==> src/rtl/mic_ring_dma.sv <==
// mic_ring_dma: multi-channel microphone-to-SDRAM DMA writer.
//
// Each SAMPLE_VALID frame walks channels 0..NUM_CH-1. For every channel it
// steers the capture mux (SEL), waits one cycle for the mux to settle, then
// captures MIC_DATA and issues one single-beat Avalon-MM write. Channel ch
// owns the region starting at BASE + ch*REGION_WORDS*4. All channels share
// one word index. The index advances once per complete frame. A region is
// either filled linearly (then stop) or used as a ring buffer.
//
// Ports
//   CLK, RESET        clock, synchronous active-high reset
//   AM_*              Avalon-MM write master (single beat, full word)
//   MIC_DATA, SEL     capture mux data in / channel select out
//   SAMPLE_VALID      one-cycle pulse per available frame
//   START             level: high arms a run, low requests a stop
//   BASE_ADDR         region 0 byte base, latched when arming
//   HALF_ACK/FULL_ACK clear the matching sticky event
//   HALF_EVT/FULL_EVT sticky half-region / region-end events
//   OVERRUN           sticky: a frame arrived while a frame was in flight
//   WR_INDEX          current word index within the regions
//   BUSY, FINISHED    run status
module mic_ring_dma #(
  parameter int unsigned NUM_CH       = 5,
  parameter int unsigned ADDR_W       = 32,
  parameter int unsigned REGION_WORDS = 1920000,
  parameter int unsigned CIRCULAR     = 0,
  localparam int unsigned SelW        = (NUM_CH > 1) ? $clog2(NUM_CH) : 1
) (
  input  logic              CLK,
  input  logic              RESET,
  output logic [ADDR_W-1:0] AM_ADDR,
  output logic [2:0]        AM_BURSTCOUNT,
  output logic              AM_WRITE,
  output logic [31:0]       AM_WRITEDATA,
  output logic [3:0]        AM_BYTEENABLE,
  input  logic              AM_WAITREQUEST,
  input  logic [31:0]       MIC_DATA,
  output logic [SelW-1:0]   SEL,
  input  logic              SAMPLE_VALID,
  input  logic              START,
  input  logic [ADDR_W-1:0] BASE_ADDR,
  input  logic              HALF_ACK,
  input  logic              FULL_ACK,
  output logic              HALF_EVT,
  output logic              FULL_EVT,
  output logic              OVERRUN,
  output logic [31:0]       WR_INDEX,
  output logic              BUSY,
  output logic              FINISHED
);

  localparam int unsigned IdxW = $clog2(REGION_WORDS + 1);

  localparam logic [SelW-1:0]   LastCh      = SelW'(NUM_CH - 1);
  localparam logic [IdxW-1:0]   HalfIdx     = IdxW'(REGION_WORDS / 2);
  localparam logic [IdxW-1:0]   FullIdx     = IdxW'(REGION_WORDS);
  // Region stride in bytes, computed in ADDR_W bits so overflow wraps.
  localparam logic [ADDR_W-1:0] RegionBytes = ADDR_W'(REGION_WORDS) << 2;

  typedef enum logic [2:0] {
    StIdle,
    StArm,
    StWait,
    StSel,
    StWr,
    StAdv,
    StFin
  } state_e;

  state_e            state_q, state_d;
  logic [SelW-1:0]   ch_q, ch_d;
  logic [IdxW-1:0]   idx_q, idx_d;
  logic [ADDR_W-1:0] base_q, base_d;
  logic [31:0]       wdata_q, wdata_d;
  logic              half_q, half_d;
  logic              full_q, full_d;
  logic              ovr_q, ovr_d;

  logic              busy;
  logic [IdxW-1:0]   idx_inc;
  logic [ADDR_W-1:0] ch_off;
  logic [ADDR_W-1:0] idx_off;

  always_ff @(posedge CLK) begin
    if (RESET) begin
      state_q <= StIdle;
      ch_q    <= '0;
      idx_q   <= '0;
      base_q  <= '0;
      wdata_q <= '0;
      half_q  <= 1'b0;
      full_q  <= 1'b0;
      ovr_q   <= 1'b0;
    end else begin
      state_q <= state_d;
      ch_q    <= ch_d;
      idx_q   <= idx_d;
      base_q  <= base_d;
      wdata_q <= wdata_d;
      half_q  <= half_d;
      full_q  <= full_d;
      ovr_q   <= ovr_d;
    end
  end

  assign busy    = (state_q != StIdle) && (state_q != StFin);
  assign idx_inc = idx_q + IdxW'(1);

  always_comb begin
    state_d = state_q;
    ch_d    = ch_q;
    idx_d   = idx_q;
    base_d  = base_q;
    wdata_d = wdata_q;
    // Acks clear first; a set later in this block overrides (set wins).
    half_d  = half_q & ~HALF_ACK;
    full_d  = full_q & ~FULL_ACK;
    ovr_d   = ovr_q;

    unique case (state_q)
      StIdle: begin
        if (START) state_d = StArm;
      end
      StArm: begin
        base_d  = BASE_ADDR;
        idx_d   = '0;
        ch_d    = '0;
        ovr_d   = 1'b0;
        state_d = StWait;
      end
      StWait: begin
        // A stop request wins over a frame arriving in the same cycle,
        // so a stop never starts a new frame.
        if (!START) begin
          state_d = StFin;
        end else if (SAMPLE_VALID) begin
          ch_d    = '0;
          state_d = StSel;
        end
      end
      StSel: begin
        // SEL has been stable for this whole cycle, so the mux output is settled.
        wdata_d = MIC_DATA;
        state_d = StWr;
      end
      StWr: begin
        if (!AM_WAITREQUEST) begin
          if (ch_q == LastCh) begin
            state_d = StAdv;
          end else begin
            ch_d    = ch_q + SelW'(1);
            state_d = StSel;
          end
        end
      end
      StAdv: begin
        idx_d   = idx_inc;
        state_d = START ? StWait : StFin;
        if (idx_inc == HalfIdx) half_d = 1'b1;
        if (idx_inc == FullIdx) begin
          full_d = 1'b1;
          if (CIRCULAR != 0) begin
            idx_d = '0;
          end else begin
            state_d = StFin;
          end
        end
      end
      StFin: begin
        if (!START) state_d = StIdle;
      end
      default: begin
        state_d = StIdle;
      end
    endcase

    // A frame that arrives mid-frame is dropped and flagged. It is also flagged
    // during arming, where the set takes priority over the clear.
    if (SAMPLE_VALID && busy && (state_q != StWait)) ovr_d = 1'b1;
  end

  assign ch_off  = ADDR_W'(ch_q) * RegionBytes;
  assign idx_off = ADDR_W'(idx_q) << 2;

  // Address and data come from registers only, so they stay stable while the
  // slave stalls.
  assign AM_ADDR       = base_q + ch_off + idx_off;
  assign AM_BURSTCOUNT = 3'd1;
  assign AM_WRITE      = (state_q == StWr);
  assign AM_WRITEDATA  = wdata_q;
  assign AM_BYTEENABLE = 4'hF;
  assign SEL           = ch_q;
  assign HALF_EVT      = half_q;
  assign FULL_EVT      = full_q;
  assign OVERRUN       = ovr_q;
  assign WR_INDEX      = 32'(idx_q);
  assign BUSY          = busy;
  assign FINISHED      = (state_q == StFin);

endmodule

==> config.mk <==
export PLATFORM = sky130hd
export DESIGN_NAME = mic_ring_dma
export DESIGN_NICKNAME = d
export VERILOG_FILES = /design/src/rtl/mic_ring_dma.sv
export SDC_FILE = /design/constraint.sdc
export NUM_CORES = 1
export LEC_CHECK = 0
export ABC_AREA = 0
export CAP_MARGIN = 0
export CORE_ASPECT_RATIO = 1.5
export CORE_UTILIZATION = 40
export DETAILED_ROUTE_END_ITERATION = 8
export MAX_ROUTING_LAYER = met4
export PLACE_DENSITY = 0.69
export SLEW_MARGIN = 20
export SYNTH_ARGS = -nofsm -noshare
export SYNTH_HDL_FRONTEND = slang
export SYNTH_SLANG_ARGS = --single-unit
==> constraint.sdc <==
create_clock -name CLK -period 4.2 [get_ports CLK]
set_clock_uncertainty 0.15 [all_clocks]
set_input_delay 0.42 -clock CLK [delete_from_list [all_inputs] [get_ports CLK]]
set_output_delay 0.42 -clock CLK [all_outputs]
set_load 0.01 [all_outputs]
==> results.json, run 1 <==
{
  "status": "finished, violations left",
  "violations": "negative setup slack",
  "synth_commonest_cells": "178 x nand2_1, 107 x a21oi_1, 94 x dfxtp_1, 62 x nor2_1, 48 x ha_1",
  "path_clk_slew_ns": 0.07,
  "multi_input_area_mm2": 0.00460,
  "avgViaCountPerCell": 5.16,
  "antennaDiodeCount": 0,
  "synthFlopType": "dfxtp_1",
  "drt-initial-drc-count": 287,
  "gr-total-overflow": 0,
  "fin_crit_sh": 1.07,
  "grt_pass1_wl_mm": 30.0,
  "post-route-drc-count": 0,
  "syn_inst": 849,
  "drive_above_1_share": 0.207,
  "yosysTopAreaCell": "dfxtp_1",
  "power_leakage_uw": 0.00406,
  "r2r-start": "idx_q[1]$_SDFFE_PP0P_",
  "min_from": "AM_WRITEDATA[5]$_SDFFE_PP0P_",
  "globalplace.congestion": 0.910,
  "place_hpwl_mm": 14.0,
  "wl_per_cell_um": 14.9,
  "antenna_left": 0,
  "fin_crit_ns": 4.50,
  "power.density_mw_per_mm2": 222,
  "synth_edf_count": 0,
  "final_nets": 1209,
  "maxSlewHeadroom": 0.306,
  "worst_ep_arrival_time_ns": 3.93,
  "yosys_warnings": 0,
  "drv_cap": 0,
  "ys_ff_latch": 94,
  "synth_area_mm2": 0.00651,
  "whs_path_depth": 2,
  "reg2reg_depth": 9,
  "grt_pass1_vias": 6409,
  "timing.rr.end": "state_q[2]$_SDFFE_PP0P_",
  "preCtsSetupSlack_ns": -0.635,
  "path_cells": "inv_4, ha_4, nor2b_4, a31oi_2, o21ai_2, xnor2_2, fa_1, ha_4, and4_4, nand2_1, nor3_4, o21ai_2, and3_4, or4_4, o311ai_4, buf_2",
  "grt_max_degree": 96,
  "hp-class": "reg2reg",
  "hold_viol": 0,
  "drt-total-wl_mm": 19.1,
  "synthArstFlopShare": 0,
  "cts_buffers": 9,
  "cts_root_buffer": "clkbuf_16",
  "area_growth_syn_to_layout_pct": 47.7,
  "yosys.area.top_type_share": 0.289,
  "worst_slack_ns": -0.297,
  "die_w_um": 106,
  "cts_buffer_depth": 2,
  "cp_num_buf_inv": 2,
  "core_area_mm2": 0.0158,
  "crit_family": "simple AND/OR/NAND/NOR gates",
  "fp-row-count": 56,
  "ir_worst_vdd_mv": 0.216,
  "antenna_found_initial": 0,
  "required_ns": 3.63,
  "yosys-top-cells-area": "dfxtp_1 29%, nand2_1 10%, ha_1 9.2%, a21oi_1 8.2%, fa_1 4.3%",
  "clock.fmax_mhz": 222,
  "crit_type": "reg2out",
  "cts_tree": "built",
  "syn_avg_cell_area_um2": 7.67,
  "tightest_slew_ns": 1.04,
  "dieHeight_um": 158,
  "fillers": 1451,
  "grt_setup_unrepaired": "true",
  "hold_ws_ns": 0.302,
  "die-area_mm2": 0.0168,
  "finalSetupTns_ns": -1.86,
  "slowest_stage": "fa_1",
  "seq_area_mm2": 0.00189,
  "end_kind": "output port",
  "worstPathMaxFanout": 6,
  "dr.pass1.iters": 5,
  "io_pins": 183,
  "setup_viol": 11,
  "synth_cell_type_count": 65,
  "yosysSeqAreaShare": 0.289,
  "numClockSinks": 94,
  "cpPeakStageDelay_ns": 0.50,
  "track_usage": 0.232,
  "start_util": 0.413,
  "clk_latency_ns": 0.34,
  "htree_levels": 3,
  "port_buffers": 164,
  "synth_most_common_cell": "nand2_1",
  "hold_end": "AM_WRITEDATA[5]$_SDFFE_PP0P_",
  "slew_violations": 0,
  "worst-r2r-setup-slack_ns": 1.02,
  "vias": 6625,
  "start_kind": "register"
}
-- what timing repair did --
item                       in CTS  in global routing
buffers inserted               13                  7
pin swaps                      37                 21
hold buffers                    0                  0
resized for setup             112                 32
setup endpoints to repair      18                 15
-- final cells by class --
type / instances / share of cell area
Multi-Input combinational cell: 665 / 0.479
Timing Repair Buffer: 271 / 0.252
Sequential cell: 94 / 0.197
Tap cell: 203 / 0.0264
Clock buffer: 9 / 0.0234
Inverter: 35 / 0.0139
Clock inverter: 6 / 0.00911
-- cells in the final DEF, fill, tap and decap left out, types with 15 or more instances in the layout --
cell	instances
nor2_1	58
inv_1	33
nor3_1	22
nand2_1	175
a21o_1	15
clkdlybuf4s50_1	146
ha_1	33
conb_1	18
xnor2_1	17
nand3_1	16
buf_4	99
a21oi_1	99
dfxtp_1	91
xor2_1	15
-- flip-flops by register name, indices dropped and copies added (netlist names) --
name	count
state_q	3
idx_q	21
AM_WRITEDATA	32
HALF_EVT	1
FULL_EVT	1
base_q	32
SEL	3
OVERRUN	1
-- layer usage --
layer	part of all wire	vias to the layer above	wire, um	global-route usage
met5	0	-	0	-
met4	0.036	0	680	0.109
met3	0.042	44	801	0.0272
met2	0.50	205	9600	0.404
met1	0.42	3048	7990	0.263
li1	-	3328	-	-
-- how the worst max path moves through the flow --
| stage | start | endpoint | cells past startpoint | slack [ns] |
|---|---|---|---|---|
| after floorplan | SEL[1]$_SDFFE_PP0P_ | AM_ADDR[30] | 18 | 0.03 |
| after global placement | SEL[2]$_SDFFE_PP0P_ | AM_ADDR[30] | 14 | -0.53 |
| after detailed placement | SEL[2]$_SDFFE_PP0P_ | AM_ADDR[30] | 17 | -0.63 |
| after CTS | SEL[1]$_SDFFE_PP0P_ | AM_ADDR[30] | 17 | -0.38 |
| after global routing | SEL[1]$_SDFFE_PP0P_ | AM_ADDR[29] | 17 | -0.48 |
| final | SEL[1]$_SDFFE_PP0P_ | AM_ADDR[30] | 16 | -0.30 |
-- cell families (layout without fill, tap and decap cells) --
group | Yosys count | after routing | share of synthesized area
AO/OA/AOI/OAI | 201 | 201 | 0.187
XOR/XNOR | 36 | 36 | 0.0484
adder cells (fa/ha/maj) | 62 | 62 | 0.135
buffers and inverters | 106 | 321 | 0.0896
flip-flops | 94 | 94 | 0.289
multiplexers | 9 | 9 | 0.0146
other | 2 | 18 | 0.00115
AND/OR/NAND/NOR | 339 | 339 | 0.235
-- where the power goes --
group	total (uW)	internal (uW)	leakage [uW]	switching [uW]
Combinational	332	168	0.00314	164
Clock	871	519	0.000155	353
Sequential	934	914	0.000763	20.2
-- worst register-to-register path: cells and delay by family, from the launching register on --
kind            cells  cell delay [ns]
fa+ha+maj           1             0.25
simple gates        5             1.85
compound gates      2             0.35
flops               1             0.36
buf+inv             1             0.16
-- metrics by stage --
step	std cells	total power, uW	util	cell area, um^2
after floorplan	865	1130	-	6680
final	1283	2140	0.610	9620
after global placement	1250	1280	0.556	8770
after CTS	1277	2160	0.597	9420
after global routing	1283	2230	0.610	9620
after detailed placement	1250	1290	0.556	8770
Power figures use the tool's default switching activity.
==> run 2, diff against run 1 <==
--- a/config.mk
+++ b/config.mk
@@ -5,13 +5,14 @@
 export SDC_FILE = /design/constraint.sdc
 export NUM_CORES = 1
 export LEC_CHECK = 0
-export ABC_AREA = 0
+export ABC_AREA = 1
 export CAP_MARGIN = 0
 export CORE_ASPECT_RATIO = 1.5
+export CORE_MARGIN = 1.5
 export CORE_UTILIZATION = 40
 export DETAILED_ROUTE_END_ITERATION = 8
 export MAX_ROUTING_LAYER = met4
-export PLACE_DENSITY = 0.69
+export PLACE_DENSITY = 0.7
 export SLEW_MARGIN = 20
 export SYNTH_ARGS = -nofsm -noshare
 export SYNTH_HDL_FRONTEND = slang
==> run 2 against run 1 <==
The flow still finishes with violations (negative setup slack). Non-clock buffer count decreased by 1. Register-to-register slack improved by 0.59 ns. Synthesized cell count increased by 10%. Flip-flop and latch count unchanged. Global-route usage increased by 1.7 points. Synthesized area decreased by 1.4%. Cell area increased by 1.2%. Count of clock-buffer cells in the layout increased by 1. Critical endpoint is now AM_ADDR[31]. Largest power group is now combinational cells.
==> results.json, run 2 <==
{
  "status": "finished, violations left",
  "violations": "negative setup slack",
  "synthArstFlopShare": 0,
  "power_leakage_uw": 0.00444,
  "avgViaCountPerCell": 4.94,
  "p_switching_uw": 1820,
  "die_w_um": 106,
  "end_kind": "output port",
  "place_hpwl_mm": 15.3,
  "fin_crit_ns": 4.39,
  "vias": 6896,
  "p_clk_frac": 0.207,
  "drt-initial-drc-count": 344,
  "cpPeakStageDelay_ns": 0.56,
  "final_nets": 1320,
  "hold_viol": 0,
  "path_cells": "buf_12, fa_1, xnor2_1, inv_1, xor2_2, fa_1, ha_4, nand2_4, inv_2, nand2_2, nor2_4, nand4_1, nand3_2, nand2_1, o211ai_1, buf_4, buf_6, nand2_2, xor2_1, buf_2",
  "gr-total-overflow": 0,
  "dr.pass1.iters": 6,
  "synth_cell_type_count": 39,
  "grt_setup_unrepaired": "true",
  "syn_avg_cell_area_um2": 6.85,
  "finalSetupTns_ns": -0.624,
  "fin_util": 0.620,
  "endpoint": "AM_ADDR[31]",
  "reg2reg_depth": 8,
  "required_ns": 3.63,
  "yosysSeqAreaShare": 0.293,
  "track_usage": 0.249,
  "final_cell_mix": "173 x nor2_1, 157 x nand2_1, 147 x clkdlybuf4s50_1",
  "cts_buffers": 9,
  "yosys_warnings": 0,
  "port_buffers": 164,
  "fin_crit_sh": 1.05,
  "slowest_stage": "fa_1",
  "grt_max_degree": 35,
  "hp-class": "reg2reg",
  "antennaDiodeCount": 0,
  "synthFlopType": "dfxtp_1",
  "htree_levels": 3,
  "synth_most_common_cell": "nor2_1",
  "cts_buffer_depth": 2,
  "maxSlewHeadroom": 0.341,
  "grt_pass1_wl_mm": 32.3,
  "die-area_mm2": 0.0168,
  "fillers": 1390,
  "p_seq_frac": 0.265,
  "area_growth_syn_to_layout_pct": 51.6,
  "setup_viol": 7,
  "drt-total-wl_mm": 20.5,
  "swShare": 0.387,
  "synth_edf_count": 0,
  "clk_latency_ns": 0.34,
  "cts_root_buffer": "clkbuf_16",
  "r2r-start": "state_q[0]$_SDFFE_PP0P_",
  "placed_cells": 1365,
  "drive_above_1_share": 0.192,
  "start_kind": "register",
  "ys_ff_latch": 94,
  "dieHeight_um": 158,
  "power.density_mw_per_mm2": 482,
  "grt_pass1_vias": 6748,
  "post-route-drc-count": 0,
  "start_util": 0.409,
  "syn_inst": 937,
  "worstPathMaxFanout": 5,
  "antenna_left": 0,
  "clock.fmax_mhz": 228,
  "combPwrFrac": 0.528,
  "worst_slack_ns": -0.192,
  "yosys.area.top_type_share": 0.293,
  "yosysTopAreaCell": "dfxtp_1",
  "core_area_mm2": 0.0157,
  "worst_ep_arrival_time_ns": 3.82,
  "stdcell_count": 1395,
  "min_from": "OVERRUN$_SDFFE_PP0P_",
  "cts_tree": "built",
  "wl_per_cell_um": 14.7,
  "fp-row-count": 56,
  "worst-r2r-setup-slack_ns": 1.61,
  "io_pins": 183,
  "drv_cap": 0,
  "globalplace.congestion": 0.979,
  "crit_type": "reg2out",
  "path_clk_slew_ns": 0.07,
  "tightest_slew_ns": 0.988,
  "yosys-top-cells-area": "dfxtp_1 29%, nor2_1 11%, nand2_1 9.8%, ha_1 9.4%, o21ai_0 6.5%",
  "synth_commonest_cells": "181 x nor2_1, 168 x nand2_1, 95 x inv_1, 94 x dfxtp_1, 83 x o21ai_0",
  "antenna_found_initial": 0,
  "timing.rr.end": "base_q[12]$_SDFFE_PP0P_",
  "numClockSinks": 94,
  "ir_worst_vdd_mv": 0.322,
  "cellInternalPower_uw": 2880,
  "cts_hold_buf": 0,
  "slew_violations": 0,
  "cp-startpoint": "SEL[1]$_SDFFE_PP0P_",
  "synth_area_mm2": 0.00642,
  "layout_commonest_cell": "nor2_1"
}
run 2: cell types whose count changed in the layout (fill, tap and decap cells not counted), moves of 7 or more:
| cell | previous run | this run |
|---|---|---|
| nor2_1 | 58 | 173 |
| nor3_1 | 22 | 6 |
| nand2_1 | 175 | 157 |
| a21oi_1 | 99 | 52 |
| inv_1 | 33 | 90 |
| a21oi_2 | 5 | 12 |
| and3_1 | 7 | 0 |
| xor2_1 | 15 | 26 |
| nand2_2 | 3 | 13 |
| xnor2_1 | 17 | 10 |
| a21o_1 | 15 | 2 |
| o21ai_0 | 13 | 78 |
| a22oi_1 | 10 | 0 |
| nand3_1 | 16 | 36 |
run 2: cell type report:
type,count,area [um^2],share of cell area
Clock buffer,10,239,0.0246
Clock inverter,6,115,0.0118
Inverter,96,360,0.0370
Multi-Input combinational cell,716,4470,0.459
Sequential cell,94,1890,0.194
Tap cell,203,254,0.0261
Timing Repair Buffer,270,2410,0.247
run 2: critical path: cells and delay by family (launching register included):
kind | cells | cell delay, ns
DFF | 1 | 0.34
adders and majority gates | 3 | 1.37
xor gates and xnor gates | 3 | 0.45
buffers and inverters | 6 | 0.68
AOI/OAI and AO/OA | 1 | 0.07
and+or+nand+nor | 7 | 0.57
run 2: worst min-delay path by stage:
stage / slack, ns / cells after the start / end
2_1_floorplan: 0.30 / 2 / base_q[31]$_SDFFE_PP0P_
3_3_place_gp: 0.31 / 2 / OVERRUN$_SDFFE_PP0P_
3_5_place_dp: 0.31 / 2 / OVERRUN$_SDFFE_PP0P_
4_1_cts: 0.33 / 2 / OVERRUN$_SDFFE_PP0P_
5_1_grt: 0.36 / 2 / FULL_EVT$_SDFF_PP0_
6_report: 0.32 / 2 / OVERRUN$_SDFFE_PP0P_
run 2: power by group through the flow:
| stage | Combinational, uW | Sequential (uW) | Clock (uW) |
|---|---|---|---|
| floorplan | 1130 | 1270 | 0 |
| global placement | 2210 | 1250 | 0 |
| detailed placement | 2220 | 1260 | 0 |
| CTS | 2310 | 1240 | 985 |
| global route | 2710 | 1270 | 1020 |
| finish | 2480 | 1250 | 970 |
run 2: kinds of logic (layout without fill, tap and decap cells):
kind of cell	after synthesis	after routing	share of synthesized area
adder cells (fa/ha/maj)	62	62	0.137
XOR/XNOR	42	42	0.0585
AND/OR/NAND/NOR	422	422	0.270
AO/OA/AOI/OAI	172	172	0.143
other	2	18	0.00117
buffers and inverters	143	382	0.0971
flip-flops	94	94	0.293
run 2: metrics by stage:
stage	setup slack (ns)	hold slack, ns	area [um^2]	power [uW]
2_1_floorplan	0.0328	0.297	6480	2400
3_3_place_gp	-0.274	0.309	8820	3460
3_5_place_dp	-0.356	0.313	8820	3470
4_1_cts	-0.115	0.325	9500	4540
5_1_grt	-0.382	0.357	9730	5010
6_report	-0.192	0.324	9730	4690
run 2: what timing repair did:
item,4_1_cts,5_1_grt
gates cloned,0,0
endpoints found under the setup margin,17,15
buffers inserted,10,4
hold endpoints to repair,0,0
gates resized for setup,110,46
pin swaps,32,31
run 2: metal layers:
| metal | track usage | vias up | wire [um] |
|---|---|---|---|
| li1 | - | 3474 | - |
| met1 | 0.271 | 3176 | 8230 |
| met2 | 0.449 | 200 | 10700 |
| met3 | 0.0366 | 46 | 857 |
| met4 | 0.104 | 0 | 708 |
| met5 | - | - | 0 |
